### src/rtl/logicnet_layer_sequencer.sv
// logicnet_layer_sequencer: time-multiplexed LogicNet layer, one shared LUT memory evaluated neuron by neuron
module logicnet_layer_sequencer #(
  parameter int NUM_IN_CH   = 8,
  parameter int NUM_NEURONS = 16,
  parameter int CH_BITS     = 2,
  parameter int FANIN       = 3,
  parameter int CFG_AW      = 10
) (
  input  logic                           clk,
  input  logic                           rst,
  input  logic                           cfg_we,
  input  logic                           cfg_sel,
  input  logic [CFG_AW-1:0]              cfg_addr,
  input  logic [7:0]                     cfg_wdata,
  output logic                           cfg_err,
  input  logic                           in_valid,
  output logic                           in_ready,
  input  logic [NUM_IN_CH*CH_BITS-1:0]   in_data,
  output logic                           out_valid,
  input  logic                           out_ready,
  output logic [NUM_NEURONS*CH_BITS-1:0] out_data,
  output logic                           busy
);
  localparam int A   = FANIN*CH_BITS;
  localparam int NW  = $clog2(NUM_NEURONS);
  localparam int CW  = $clog2(NUM_IN_CH);
  localparam int LW  = NW+A;
  localparam int CD  = NUM_NEURONS*FANIN;
  localparam int CIW = $clog2(CD);
  typedef enum logic [1:0] {IDLE, GATHER, READ, DONE} state_t;
  state_t state;
  logic [CH_BITS-1:0] lut [2**LW];
  logic [CW-1:0] conn [CD];
  logic [NUM_IN_CH*CH_BITS-1:0] sample;
  logic [NW-1:0] n;
  logic [LW-1:0] rd_addr;
  logic [A-1:0] addr;
  logic [CIW-1:0] ci;
  logic [CW-1:0] cs;
  logic cfg_ok;
  logic unused_cfg;
  assign in_ready = state == IDLE;
  assign busy = state == GATHER || state == READ;
  assign cfg_ok = cfg_we && (state == IDLE || state == DONE);
  assign unused_cfg = ^cfg_wdata;
  // fan-in 0 lands in the LSBs; an out-of-range channel index contributes zero
  always_comb begin
    addr = '0;
    ci = '0;
    cs = '0;
    for (int k = 0; k < FANIN; k++) begin
      ci = CIW'(int'(n)*FANIN + k);
      cs = conn[ci];
      addr[k*CH_BITS +: CH_BITS] = (int'(cs) < NUM_IN_CH) ? sample[int'(cs)*CH_BITS +: CH_BITS] : '0;
    end
  end
  always_ff @(posedge clk) begin
    if (cfg_ok && !cfg_sel && (cfg_addr >> LW) == '0)
      lut[LW'(cfg_addr)] <= cfg_wdata[CH_BITS-1:0];
    if (cfg_ok && cfg_sel && int'(cfg_addr) < CD)
      conn[CIW'(cfg_addr)] <= cfg_wdata[CW-1:0];
  end
  always_ff @(posedge clk or posedge rst) begin
    if (rst) begin
      state     <= IDLE;
      n         <= '0;
      sample    <= '0;
      rd_addr   <= '0;
      out_valid <= 1'b0;
      out_data  <= '0;
      cfg_err   <= 1'b0;
    end else begin
      cfg_err <= cfg_we && (state == GATHER || state == READ);
      case (state)
        IDLE: if (in_valid) begin
          sample <= in_data;
          n      <= '0;
          state  <= GATHER;
        end
        GATHER: begin
          rd_addr <= {n, addr};
          state   <= READ;
        end
        READ: begin
          out_data[int'(n)*CH_BITS +: CH_BITS] <= lut[rd_addr];
          if (n == NW'(NUM_NEURONS-1)) begin
            out_valid <= 1'b1;
            state     <= DONE;
          end else begin
            n     <= n + 1'b1;
            state <= GATHER;
          end
        end
        DONE: if (out_ready) begin
          out_valid <= 1'b0;
          state     <= IDLE;
        end
      endcase
    end
  end
endmodule

### config.mk
export PLATFORM = sky130hd
export DESIGN_NAME = logicnet_layer_sequencer
export DESIGN_NICKNAME = d
export VERILOG_FILES = /design/src/rtl/logicnet_layer_sequencer.sv
export SDC_FILE = /design/constraint.sdc
export NUM_CORES = 2
export LEC_CHECK = 0
export ABC_AREA = 1
export CORE_MARGIN = 4
export CORE_UTILIZATION = 55
export DETAILED_ROUTE_END_ITERATION = 12
export PLACE_DENSITY = 0.7
export SLEW_MARGIN = 20
export SYNTH_ARGS = -nofsm -noshare
export SYNTH_HDL_FRONTEND = slang
export SYNTH_SLANG_ARGS = --single-unit
### constraint.sdc
create_clock -name clk -period 3.75 [get_ports clk]
set_input_delay 0.5625 -clock clk [delete_from_list [all_inputs] [get_ports clk]]
set_output_delay 0.5625 -clock clk [all_outputs]
set_load 0.005 [all_outputs]
==> flow_metrics.tcl <==
set metrics [dict create \
    status "completed" \
    ys_seq_area_frac 0.686 \
    fill_cells 13800 \
    drive_above_1_share 0.0730 \
    r2r_cells 15 \
    postPlaceCellArea_um2 102000 \
    synth_seq_cells 2258 \
    grt_pass1_wl_um 416000 \
    hp-class "in -> async" \
    worst_pin_slew_ps 1030 \
    crit_type "reg -> reg" \
    firstDrtPassIters 8 \
    die_h_um 431 \
    syn-cell-area_um2 98400 \
    cpMostUsedCell "nand2_1" \
    gp_congestion 0.909 \
    grt_usage 0.297 \
    final_util 0.618 \
    layout.cells.non_filler 11800 \
    cp.arrival_ps 4360 \
    syn-num-nets 9377 \
    dp_slack_ps 169 \
    rows 154 \
    grt_max_degree 158 \
    tns_ps 0 \
    ys_async_sr_fraction 0.0292 \
    drc 0 \
    clock_skew_ps 27.6 \
    final_common_cell "nand2_1" \
    synth-edff-count 2192 \
    drt_wl_total_um 280000 \
    setup_viol 0 \
    yosysWarnings 0 \
    p_leak_uw 0.0381 \
    coreArea_um2 177000 \
    vias 71200 \
    slew_headroom 0.311 \
    drt_iter0_markers 9409 \
    final-max-slew-violation-count 0 \
    crit_buf_inv 3 \
    io_pins 76 \
    cts_tree "built" \
    routed_via_density 6.05 \
    mostFrequentLayoutCells "nand2_1, edfxtp_1, nand3_1, nor2_1, clkbuf_16" \
    crit_family "adder cells" \
    antenna_found_initial 11 \
    cp-startpoint "n[1]$_DFFE_PP0P_" \
    dp_cells 11300 \
    gr-total-overflow 0 \
    drtAntennaViolNets 0 \
    syn_avg_cell_area_um2 10.6 \
    max_stage_delay_ps 540 \
    clockBufferDepth 3 \
    io_buffers 70 \
    die_x_um 431 \
    holdBufCountCts 0 \
    r2r-end "rd_addr[2]$_DFFE_PP0N_" \
    crit_slowest_cell "fa_1" \
    finalInstanceArea_um2 109000 \
    reg2reg_slack_ps 190 \
    grt_pass1_vias 68900 \
    avgRoutedWirePerCell_um 23.8 \
    ys.flop_type "edfxtp_1" \
    numCtsBuffers 224 \
    crit_required_ps 4550 \
    ir_drop_v 0.000715 \
    p_per_area_nw_per_um2 720 \
    critical_path_depth 15 \
    die_area_um2 186000 \
    htreeDepth 4 \
    netlist_instances 9322 \
    path_cells "ha_1 -> fa_1 -> buf_4 -> xor2_2 -> buf_4 -> o21ai_0 -> o311ai_0 -> nand3_1 -> nand2_1 -> nand2_1 -> nand2_1 -> inv_1 -> nand3_1 -> nand3_1 -> nand2_1" \
    start_util 0.556 \
    cts.clk_slew.worst_paths_ps 60 \
    finalCriticalPeriod_ps 3560 \
    timing.fmax_ghz 0.281 \
    synth_cell_types 47 \
    clock_latency_ps 870 \
    cp-endpoint "rd_addr[2]$_DFFE_PP0N_" \
    r2r-start "n[1]$_DFFE_PP0P_" \
    final_nets 9274 \
    hold_violations 0 \
    maxCapViolations 0 \
    cp_max_fo 14 \
    hpwl_um 157000 \
    finalWorstSetupSlack_ps 186 \
    post-route-period-util 0.950 \
    area_growth_pct 11.3 \
    cts-root-buf "clkbuf_16" \
    start_kind "register" \
    crit_path_end_kind "register" \
    clock_sinks 2258 \
]
## sequential cells by signal (all words and copies together), names as in the netlist
register   count
out_valid      1
state          2
rd_addr       10
sample        16
conn         144
lut         2048
cfg_err        1
n              4
out_data      32
## cell usage after synthesis (3+ instances only)
cell type	instances	area share
nand2_1	2440	0.093
edfxtp_1	2192	0.67
nand3_1	2123	0.11
nor2_1	1222	0.047
buf_2	256	0.013
clkbuf_1	242	0.0092
inv_1	175	0.0067
o21ai_0	115	0.0058
buf_1	108	0.0041
buf_4	71	0.0054
a21oi_1	67	0.0034
dfrtp_1	66	0.017
o22ai_1	45	0.0029
o211ai_1	40	0.0031
nor3_1	22	0.0011
o221ai_1	18	0.0016
buf_6	15	0.0017
ha_1	14	0.0018
inv_2	11	0.00042
mux2i_1	9	0.00092
o21ai_1	8	0.00041
o311ai_0	8	0.00071
or2_2	7	0.00045
o2111ai_1	6	0.00053
nand4_1	5	0.00032
clkinv_1	4	0.00015
nand2_2	4	0.00025
nor2_2	4	0.00025
xor2_1	3	0.00027
## logic make-up after synthesis
group	count (synthesis)	synth area share
mux	9	0.000916
simple gates	5830	0.250
compound gates	321	0.0196
buf+inv	884	0.0409
fa+ha+maj	15	0.00198
flops	2258	0.686
xor+xnor	5	0.000521
## worst min path at each step
stage | from | endpoint | slack, ps | cells past startpoint
after floorplan | out_data[12]$_DFFE_PP0P_ | out_data[12]$_DFFE_PP0P_ | 470 | 2
after global placement | out_data[28]$_DFFE_PP0P_ | out_data[28]$_DFFE_PP0P_ | 470 | 2
after detailed placement | out_data[28]$_DFFE_PP0P_ | out_data[28]$_DFFE_PP0P_ | 470 | 2
after CTS | cfg_wdata[1] | lut[267][1]$_DFFE_PP_ | 130 | 1
after global routing | cfg_wdata[1] | lut[267][1]$_DFFE_PP_ | 160 | 1
final | rst | out_data[13]$_DFFE_PP0P_ | 160 | 2
## per-stage QoR
stage          power (µW)  hold WS (ps)
3_3_place_gp        56200           470
3_5_place_dp        56700           468
6_report            78900           159
5_1_grt             82700           163
4_1_cts             78500           125
2_1_floorplan       47300           472
## report_power, final
group | switching, µW | leakage [µW] | internal (µW)
sequential | 261 | 0.0205 | 27900
combinational | 20100 | 0.0140 | 8720
clock | 9420 | 0.00349 | 12500
## routing by layer
metal / vias up / GRT usage / share of wire
li1: 32200 / - / -
met1: 34400 / 0.395 / 0.37
met2: 3929 / 0.478 / 0.47
met3: 684 / 0.0610 / 0.11
met4: 4 / 0.131 / 0.045
met5: - / 0 / 0.000097
## final cells by class
cell class	count	area (µm²)	area share
flip-flops and latches	2258	67500	0.617
multi-input cells	6180	27100	0.247
clock buffers	289	5980	0.0546
repair buffers	364	4040	0.0369
well taps	2340	2930	0.0267
clock inverters	129	1180	0.0108
inverters	191	761	0.00695
diodes	6	15.0	0.000137
## timing repair
item	4_1_cts	5_1_grt
setup endpoints to repair	0	6
setup buffers	0	1
gates resized for setup	0	8
(Power assumes the default switching activity.)
